`src/rtl/rx_key_iv_loader.sv`:
```
// Frame parser behind the UART receiver: recognises SYNC/TYPE/payload/CHK
// key and IV frames, commits checked payloads and exposes them to the cipher.
module rx_key_iv_loader #(
    parameter int          KEY_BYTES     = 16,
    parameter int          IV_BYTES      = 8,
    parameter logic [7:0]  SYNC_BYTE     = 8'hA5,
    parameter int          TIMEOUT_TICKS = 480
) (
    input  logic                   clk,
    input  logic                   reset,
    input  logic [7:0]             rx_data,
    input  logic                   rx_load,
    input  logic                   tick,
    input  logic                   cfg_ack,
    output logic [8*KEY_BYTES-1:0] key,
    output logic [8*IV_BYTES-1:0]  iv,
    output logic                   key_valid,
    output logic                   iv_valid,
    output logic                   cfg_ready,
    output logic                   busy,
    output logic                   frame_err,
    output logic [1:0]             err_code
);

    localparam int MAXB = (KEY_BYTES > IV_BYTES) ? KEY_BYTES : IV_BYTES;
    localparam int SW   = 8 * MAXB;
    localparam int CW   = $clog2(MAXB + 1);
    localparam int TW   = $clog2(TIMEOUT_TICKS + 1);

    localparam logic [7:0] TYPE_K = 8'h4B;
    localparam logic [7:0] TYPE_I = 8'h49;

    localparam logic [1:0] ERR_TYPE = 2'b01;
    localparam logic [1:0] ERR_CSUM = 2'b10;
    localparam logic [1:0] ERR_TMO  = 2'b11;

    typedef enum logic [1:0] {
        S_IDLE,
        S_TYPE,
        S_PAYLOAD,
        S_CHECK
    } state_t;

    state_t                 state_q, state_d;
    logic                   is_key_q, is_key_d;
    logic [7:0]             csum_q, csum_d;
    logic [CW-1:0]          cnt_q, cnt_d;
    logic [SW-1:0]          stage_q, stage_d;
    logic [TW-1:0]          tmo_q, tmo_d;
    logic                   commit_q, commit_d;
    logic                   commit_key_q, commit_key_d;
    logic [8*KEY_BYTES-1:0] key_q, key_d;
    logic [8*IV_BYTES-1:0]  iv_q, iv_d;
    logic                   kv_q, kv_d;
    logic                   ivv_q, ivv_d;
    logic [1:0]             err_q, err_d;
    logic                   ferr_q, ferr_d;

    logic [CW-1:0]          last_idx;
    logic                   timeout_hit;

    assign last_idx = is_key_q ? CW'(KEY_BYTES - 1) : CW'(IV_BYTES - 1);

    // A byte on the expiry cycle wins over the timeout.
    assign timeout_hit = (state_q != S_IDLE) && !rx_load && tick &&
                         (tmo_q == TW'(TIMEOUT_TICKS - 1));

    always_comb begin
        state_d      = state_q;
        is_key_d     = is_key_q;
        csum_d       = csum_q;
        cnt_d        = cnt_q;
        stage_d      = stage_q;
        tmo_d        = tmo_q;
        commit_d     = 1'b0;
        commit_key_d = commit_key_q;
        key_d        = key_q;
        iv_d         = iv_q;
        kv_d         = kv_q;
        ivv_d        = ivv_q;
        err_d        = err_q;
        ferr_d       = 1'b0;

        if (rx_load || state_q == S_IDLE) begin
            tmo_d = '0;
        end else if (tick) begin
            tmo_d = tmo_q + TW'(1);
        end

        if (timeout_hit) begin
            state_d = S_IDLE;
            tmo_d   = '0;
            err_d   = ERR_TMO;
            ferr_d  = 1'b1;
        end else if (rx_load) begin
            unique case (state_q)
                S_IDLE: begin
                    if (rx_data == SYNC_BYTE) begin
                        state_d = S_TYPE;
                        stage_d = '0;
                    end
                end
                S_TYPE: begin
                    if (rx_data == TYPE_K || rx_data == TYPE_I) begin
                        is_key_d = (rx_data == TYPE_K);
                        csum_d   = rx_data;
                        cnt_d    = '0;
                        state_d  = S_PAYLOAD;
                    end else begin
                        err_d   = ERR_TYPE;
                        ferr_d  = 1'b1;
                        state_d = S_IDLE;
                    end
                end
                S_PAYLOAD: begin
                    stage_d = {stage_q[SW-9:0], rx_data};
                    csum_d  = csum_q ^ rx_data;
                    cnt_d   = cnt_q + CW'(1);
                    if (cnt_q == last_idx) begin
                        state_d = S_CHECK;
                    end
                end
                S_CHECK: begin
                    if (rx_data == csum_q) begin
                        commit_d     = 1'b1;
                        commit_key_d = is_key_q;
                    end else begin
                        err_d  = ERR_CSUM;
                        ferr_d = 1'b1;
                    end
                    state_d = S_IDLE;
                end
            endcase
        end

        if (cfg_ack) begin
            kv_d  = 1'b0;
            ivv_d = 1'b0;
        end

        // Commit lands one edge after the CHK strobe and overrides cfg_ack.
        if (commit_q) begin
            if (commit_key_q) begin
                key_d = stage_q[8*KEY_BYTES-1:0];
                kv_d  = 1'b1;
            end else begin
                iv_d  = stage_q[8*IV_BYTES-1:0];
                ivv_d = 1'b1;
            end
        end
    end

    always_ff @(posedge clk) begin
        if (reset) begin
            state_q      <= S_IDLE;
            is_key_q     <= 1'b0;
            csum_q       <= '0;
            cnt_q        <= '0;
            stage_q      <= '0;
            tmo_q        <= '0;
            commit_q     <= 1'b0;
            commit_key_q <= 1'b0;
            key_q        <= '0;
            iv_q         <= '0;
            kv_q         <= 1'b0;
            ivv_q        <= 1'b0;
            err_q        <= '0;
            ferr_q       <= 1'b0;
        end else begin
            state_q      <= state_d;
            is_key_q     <= is_key_d;
            csum_q       <= csum_d;
            cnt_q        <= cnt_d;
            stage_q      <= stage_d;
            tmo_q        <= tmo_d;
            commit_q     <= commit_d;
            commit_key_q <= commit_key_d;
            key_q        <= key_d;
            iv_q         <= iv_d;
            kv_q         <= kv_d;
            ivv_q        <= ivv_d;
            err_q        <= err_d;
            ferr_q       <= ferr_d;
        end
    end

    assign key       = key_q;
    assign iv        = iv_q;
    assign key_valid = kv_q;
    assign iv_valid  = ivv_q;
    assign cfg_ready = kv_q & ivv_q;
    assign busy      = (state_q != S_IDLE);
    assign frame_err = ferr_q;
    assign err_code  = err_q;

endmodule

```
`config.mk`:
```
export PLATFORM = sky130hd
export DESIGN_NAME = rx_key_iv_loader
export DESIGN_NICKNAME = d
export VERILOG_FILES = /design/src/rtl/rx_key_iv_loader.sv
export SDC_FILE = /design/constraint.sdc
export NUM_CORES = 1
export LEC_CHECK = 0
export CORE_MARGIN = 2
export CORE_UTILIZATION = 35
export DETAILED_ROUTE_END_ITERATION = 12
export SKIP_CTS_REPAIR_TIMING = 1
export SYNTH_ARGS = -nofsm -noshare
export SYNTH_HDL_FRONTEND = slang
export SYNTH_SLANG_ARGS = --single-unit
```
`constraint.sdc`:
```
create_clock -name clk -period 4.04 [get_ports clk]
set_clock_uncertainty 0.05 [all_clocks]
set_input_delay 0.808 -clock clk [delete_from_list [all_inputs] [get_ports clk]]
set_output_delay 0.808 -clock clk [all_outputs]
set_load 0.01 [all_outputs]
```
---- Word level (Yosys, flattened, before mapping) ----
Index checks and enable logic that the tools add are counted.
cells by class
  eq/ne operators ......................... 14
  reductions and logical operators ........ 23
  bitwise logic cells ..................... 6
  add/subtract/negate cells ............... 2
  mux-type cells .......................... 28
operators by type and width
  cell                                                             count
  128-bit case mux with 2 select lines                             1
  128-bit two-way mux                                              1
  4-bit AND reduction                                              5
  8-bit by 7-bit == test with 1-bit output, second input constant  2
  8-bit case mux with 2 select lines                               1
  2-bit two-way mux                                                7
  1-bit two-way mux                                                11
  5-bit case mux with 2 select lines                               1
  9-bit by 1-bit adder with 9-bit output, second input constant    1
  9-bit == test, second input constant                             1
  8-bit == test                                                    1
  8-bit == test, second input constant                             1
  8-bit two-way mux                                                1
  2-bit case mux with 4 select lines                               1
  2-bit nonzero test                                               4
  8-bit XOR                                                        1
  3-bit inequality test, second input constant                     2
  5-bit by 1-bit adder with 5-bit output, second input constant    1
  5-bit by 4-bit == test with 1-bit output                         1
  5-bit two-way mux                                                1
  2-bit == test, second input constant                             2
  4-bit two-way mux                                                1
  2-bit inequality test, second input constant                     2
  1-bit inverter                                                   4
  15 further kinds                                                 19
word-level totals
  logic and storage cells ................. 87
  output and inout port bits .............. 199
  register bits ........................... 352
  input bits .............................. 13

---- Longest topological paths before layout ----
Gate-level depths: netlist of run 1.
  word-level depth ........................ 6
  mapped depth ............................ 6
  mapped depth without buffers ............ 5

---- Worst setup path after synthesis of run 1 ----
No wires, ideal clock.
  kind .................................... in2reg
  from .................................... input rx_data[4]
  to ...................................... register csum_q[4]
  buffers on the path ..................... 1
  arrival ................................. 2.068 ns
  path slack .............................. 1.855 ns
  stages .................................. 5
  cell sequence ........................... or4b_4 -> or3_4 -> buf_6 -> a21o_1 -> a21oi_2
between the ends
  cells in the longest elaborated chain, start to end .. 4
  elaborated cells between the ends (all ways) .. 8
RTL lines
  item                                      RTL line  RTL
  start, declared                           11        input logic [7:0] rx_data,
  8-bit by 7-bit == test with 1-bit output  104       if (rx_data == TYPE_K || rx_data == TYPE_I) begin
  1-bit logical OR                          104
  2-bit inequality test (no source line)    n/a
  4-bit AND reduction (no source line)      n/a
  end signal, assigned                      172       csum_q <= csum_d;
  end, declared                             46        logic [7:0] csum_q, csum_d;
Several ways; a longest one is shown, not always the timed one. The select of a mux whose other input is x is not followed.
A chain may end at the register's enable or synchronous reset.

---- Worst setup path in the final report of run 1 ----
  from .................................... input rx_data[1]
  to ...................................... register stage_q[29]
between the ends
  cells in the longest elaborated chain, start to end .. 3
RTL lines
  item                                                               RTL line  RTL
  8-bit == test                                                      98        if (rx_data == SYNC_BYTE) begin
  2-bit by 1-bit inequality test with 1-bit output (no source line)  n/a
  4-bit AND reduction (no source line)                               n/a
  end signal, assigned                                               174       stage_q <= stage_d;
  end, declared                                                      48        logic [SW-1:0] stage_q, stage_d;
Every way passes these cells.

==> results.py, run 1 <==
metrics = {
    "placement": {
        "dp_hpwl_um": 21400,
        "io_buffers": 211,
        "pre_cts_slack_ns": 0.783,
        "place.gp.congestion": 0.746,
        "dp.cells": 2137,
    },
    "floorplan": {
        "fp.dieW_um": 194,
        "rows": 69,
        "start_util_pct": 35.5,
        "ios": 212,
        "die_y_um": 194,
        "die_area_mm2": 0.0376,
        "core_mm2": 0.0355,
    },
    "synthesis": {
        "async_reset_ff_share_pct": 0,
        "yosysWarnings": 0,
        "synth_area_mm2": 0.0126,
        "synth.largest_area_cell": "dfxtp_1",
        "synth_cells": 1579,
        "synth_top_family_by_area": "compound AO/OA/AOI/OAI gates",
        "yosysMostFrequentCell": "nand2_1",
        "synth_edf_count": 0,
        "synthMuxAreaShare_pct": 0.248,
        "syn-num-nets": 1594,
        "ys_top_cells_by_count": "nand2_1 (531), dfxtp_1 (352), a21oi_1 (330)",
        "syn_area_per_cell_um2": 7.99,
        "synth_top_area_share_pct": 55.9,
        "yosysUniqueCellTypes": 44,
        "synthAdderAreaFrac_pct": 0.198,
        "yosysSeqAreaShare_pct": 55.9,
        "synth_xor_area_share_pct": 1.39,
        "synth_compound_area_share_pct": 19.3,
        "synth_area_leaders": "dfxtp_1 (56%), nand2_1 (16%), a21oi_1 (13%)",
        "synth_simple_gate_area_share_pct": 18.9,
        "synth_seq_cells": 352,
        "synth-main-ff-cell": "dfxtp_1",
    },
    "detailed_routing": {
        "drt_first_pass_iters": 5,
        "routed_wl_um": 34800,
        "drc": 0,
        "wl_per_cell_um": 15.8,
        "vias": 10961,
        "drt-initial-drc-count": 732,
        "via_per_inst": 4.98,
        "postRouteAntennaNets": 0,
    },
    "critical_path": {
        "r2r_start": "commit_key_q",
        "critPathCapture": "stage_q[29]",
        "path_max_fanout": 126,
        "path_class": "in2reg",
        "worstSetupStartpoint": "rx_data[1]",
        "r2r-end": "key[17]",
        "r2r_slack_ns": 1.88,
        "cp_data_arrival_time_ns": 3.16,
        "reg2reg_depth": 4,
        "critPathRequiredTime_ns": 4.43,
        "end_kind": "flop",
        "start_kind": "input port",
    },
    "timing": {
        "hold_viol_final": 0,
        "worst_pin_slew_ns": 1.15,
        "rsz0062_at_grt": "no",
        "holdWs_ns": 0.401,
        "fmaxAchievable_mhz": 361,
        "relSlewSlack_pct": 23.4,
        "tns_ns": 0,
        "fin_ws_ns": 1.27,
        "period_share_pct": 68.5,
        "maxSlewViolCount": 0,
        "setup_viol": 0,
        "final.min_clock_period_ns": 2.77,
    },
    "clock_tree": {
        "cts_root_buf": "clkbuf_16",
        "numCtsBuffers": 39,
        "cts_tree": "yes",
        "h-tree-depth": 2,
        "clock-sinks": 352,
        "clockBufferDepth": 3,
        "cts.clk_slew.worst_paths_ns": 0.06,
        "clock_latency_ns": 0.51,
    },
    "outcome": {
        "status": "finished clean",
    },
    "pwr": {
        "p_clk_share_pct": 49.6,
        "p_int_mw": 5.66,
        "irDropWorstVdd_mv": 0.338,
        "power_frac_seq_pct": 48.8,
        "netSwitchingFraction_pct": 20.4,
        "combPwrFrac_pct": 1.6,
        "leakage_nw": 5.11,
        "powerDensity_mw_per_mm2": 437,
        "p_sw_mw": 1.45,
    },
    "grt": {
        "grt_overflow": 0,
        "antenna_found_initial": 1,
        "grt_pass1_wl_um": 56100,
        "grt_pass1_vias": 10687,
        "grt_max_degree": 127,
        "grtUsageTotal_pct": 17.9,
    },
    "cells_and_area": {
        "nets": 1732,
        "area_growth_syn_to_layout_pct": 29.0,
        "drive_gt1_share_pct": 5.11,
        "final_util_pct": 45.9,
        "final_cells": 2202,
        "fillers": 3525,
        "n_antenna_cell": 0,
    },
    "job": {
        "max-cap-violations": 0,
    },
    "hold_path": {
        "hold_path_class": "reg2reg",
    },
}
-- worst max-delay path: stages --
cell and delay (ns):
clkdlybuf4s50_1 0.57, and4bb_1 0.28, a21oi_4 0.16, buf_4 0.86, o21ai_0 0.22, a21oi_1 0.20
-- power groups by stage --
| stage | combinational (mW) | clock, mW | sequential [mW] |
|---|---|---|---|
| 2_1_floorplan | 0.0711 | 0 | 3.55 |
| 5_1_grt | 0.122 | 3.76 | 3.47 |
| 6_report | 0.113 | 3.53 | 3.47 |
| 3_3_place_gp | 0.114 | 0 | 3.55 |
| 3_5_place_dp | 0.114 | 0 | 3.55 |
| 4_1_cts | 0.114 | 3.61 | 3.47 |
-- routing by layer --
layer,GRT usage [%],routed length (um)
met5,0,14
met4,4.32,645
met3,3.04,1470
met2,30.0,16600
met1,24.0,16000
-- cell families after synthesis --
| kind of cell | count (synthesis) |
|---|---|
| compound gates | 476 |
| xor+xnor | 20 |
| fa+ha+maj | 2 |
| buf+inv | 131 |
| flops | 352 |
| mux | 3 |
| simple gates | 595 |
-- layout make-up --
| type | instances | area, um2 | area share [%] |
|---|---|---|---|
| clock inverter | 10 | 125 | 0.769 |
| sequential | 352 | 7050 | 43.3 |
| multi-input combinational | 1096 | 5100 | 31.3 |
| tap | 461 | 577 | 3.55 |
| timing repair buffer | 223 | 2260 | 13.9 |
| inverter | 5 | 18.8 | 0.115 |
| clock buffer | 55 | 1150 | 7.06 |
-- placed cells by master, fill, tap and decap left out, types with 8 or more instances in the layout --
master           synthesis  final
a21oi_1                330    329
buf_4                    0      8
clkbuf_16                0     41
clkdlybuf4s50_1          0    210
dfxtp_1                352    352
nand2_1                531    530
nand3_1                  9      9
nor2_1                  15     15
o21ai_0                127    127
xnor2_1                 13     13
-- through the flow --
step / cell area (um2) / total power, mW
2_1_floorplan: 12600 / 3.62
3_3_place_gp: 15000 / 3.66
3_5_place_dp: 15000 / 3.66
4_1_cts: 16300 / 7.20
5_1_grt: 16300 / 7.35
6_report: 16300 / 7.11
-- flip-flops by register name, summed over array words and instances, names as in the netlist, named ones only --
register      cells
tmo_q             9
commit_q          1
iv_valid          1
is_key_q          1
state_q           1
stage_q         128
err_code          2
key_valid         1
commit_key_q      1
csum_q            8
iv               64
frame_err         1
key             128
cnt_q             5
-- worst min path at each step --
stage,start,endpoint,slack [ns],depth (start not counted)
after floorplan,stage_q[120],key[120],0.38,2
after global placement,stage_q[123],key[123],0.39,2
after detailed placement,key[122],key[122],0.40,2
after CTS,key[122],key[122],0.40,2
after global routing,stage_q[122],key[122],0.42,2
final,key[53],key[53],0.40,2
No activity file was read; power rests on OpenSTA's default activity.
==> run 2, diff against run 1 <==
- clock period: 4.04 -> 2.3 ns (I/O delays scaled with it)
==> run 2 against run 1 <==
  * First-iteration DRC count grew 3.4%
  * Register-to-register slack lost 1.5 ns
  * Sequential cell count is the same
  * Die area did not move
  * Cell area up 2.4%
  * Global-route usage is 0.16 points higher
  * Routed wire length up 2.1%
  * Sequential share of layout area down 1.0 points
  * Non-clock buffer count is 33 higher
  * Combinational power is 100% higher
  * Clock power grew 75%
==> results.py, run 2 (synthesis results as in run 1) <==
metrics = {
    "outcome": {
        "status": "finished clean",
    },
    "grt": {
        "grtUsageTotal_pct": 18.0,
        "antenna_found_initial": 0,
        "grt_overflow": 0,
        "grt_pass1_wl_um": 56500,
        "grt_max_degree": 90,
        "grt_pass1_vias": 10589,
    },
    "cells_and_area": {
        "layout_commonest_cell": "nand2_1",
        "drive_gt1_share_pct": 6.64,
        "final_util_pct": 46.9,
        "n_antenna_cell": 0,
        "fillers": 3443,
        "layout_common_cells": "nand2_1 (530), dfxtp_1 (352), a21oi_1 (329)",
        "nets": 1766,
        "area_growth_syn_to_layout_pct": 32.1,
    },
    "floorplan": {
        "die_area_mm2": 0.0376,
        "start_util_pct": 35.5,
        "die_y_um": 194,
        "fp.dieW_um": 194,
        "core_mm2": 0.0355,
        "ios": 212,
        "rows": 69,
    },
    "critical_path": {
        "start_kind": "flop",
        "path_cells": "and2_1 > clkdlybuf4s50_1",
        "path_class": "reg2out",
        "end_kind": "output pin",
        "cp_data_arrival_time_ns": 1.50,
        "crit_path_top_delay_cell": "clkdlybuf4s50_1",
        "max_stage_delay_ns": 0.52,
        "path_max_fanout": 3,
        "critPathRequiredTime_ns": 1.79,
    },
    "timing": {
        "rsz0062_at_grt": "no",
        "maxSlewViolCount": 0,
        "fmaxAchievable_mhz": 496,
        "period_share_pct": 87.6,
        "setup_viol": 0,
        "relSlewSlack_pct": 60.2,
        "fin_ws_ns": 0.285,
        "worst_pin_slew_ns": 0.598,
        "hold_viol_final": 0,
        "final.min_clock_period_ns": 2.01,
    },
    "clock_tree": {
        "clock_latency_ns": 0.53,
        "numCtsBuffers": 40,
        "clock-sinks": 352,
        "clockBufferDepth": 3,
        "h-tree-depth": 2,
        "cts_tree": "yes",
        "cts.clk_slew.worst_paths_ns": 0.06,
        "cts_root_buf": "clkbuf_16",
    },
    "detailed_routing": {
        "via_per_inst": 4.97,
        "postRouteAntennaNets": 0,
        "routed_wl_um": 35500,
        "drt-initial-drc-count": 757,
        "drc": 0,
        "wl_per_cell_um": 15.9,
        "drt_first_pass_iters": 5,
        "vias": 11122,
    },
    "placement": {
        "io_buffers": 211,
        "place.gp.congestion": 0.785,
        "pre_cts_slack_ns": -0.0871,
        "dp_hpwl_um": 22500,
    },
    "pwr": {
        "powerDensity_mw_per_mm2": 749,
        "irDropWorstVdd_mv": 0.470,
        "leakage_nw": 5.32,
        "fin_total_pwr_mw": 12.5,
    },
    "job": {
        "max-cap-violations": 0,
    },
    "hold_path": {
        "hold_path_class": "in2reg",
    },
}
run 2: cell types whose count changed in the layout (fill, tap and decap cells not counted), sizes merged:
cell           before  now
buf                13   46
clkbuf             55   59
clkdlybuf4s50     210  209
clkinv              7    4
clkinvlp            0    1
dlymetal6s2s        0    1
inv                 5    7
run 2: worst max-delay path, delay by kind of cell (launching register included):
kind | cells | cell delay, ns
buf+inv | 1 | 0.52
simple gates | 1 | 0.12
flops | 1 | 0.34
run 2: path summary, 6_finish.rpt:
kind / startpoint / cells past startpoint / slack (ns) / to
worst min-delay path: reset / 2 / 0.36 / iv[30]
worst max register to register: flop / 5 / 0.39 / err_code[0]
worst min register to register: key[116] / 2 / 0.40 / key[116]
worst max-delay path: iv_valid / 2 / 0.29 / cfg_ready
run 2: where the power goes:
group	switching [mW]	total (mW)	internal, mW
logic	0.160	0.226	0.0655
clock network	2.44	6.16	3.71
registers	0.0000296	6.10	6.10
total	2.60	12.5	9.88
run 2: area by class of cell:
| cell class | instances | area [um2] | area share [%] |
|---|---|---|---|
| clock buffers | 59 | 1120 | 6.75 |
| clock inverters | 10 | 135 | 0.811 |
| inverters | 5 | 18.8 | 0.113 |
| multi-input cells | 1096 | 5100 | 30.6 |
| flip-flops and latches | 352 | 7050 | 42.3 |
| well taps | 461 | 577 | 3.46 |
| repair buffers | 256 | 2660 | 16.0 |
run 2: through the flow:
stage	cell area (um2)	instances	hold slack (ns)	TNS, ns
6_report	16700	2239	0.360	0
5_1_grt	16700	2239	0.372	0
4_1_cts	16700	2239	0.349	-0.0379
3_5_place_dp	15400	2170	0.396	-0.452
3_3_place_gp	15400	2170	0.391	-0.212
2_1_floorplan	12600	1579	0.378	0
run 2: layer usage:
| layer | track usage (%) | vias up | routed length, um |
|---|---|---|---|
| met5 | 0 | - | 0 |
| met4 | 4.49 | 0 | 573 |
| met3 | 3.22 | 46 | 1780 |
| met2 | 29.6 | 269 | 16700 |
| met1 | 24.6 | 5259 | 16500 |
| li1 | - | 5548 | - |
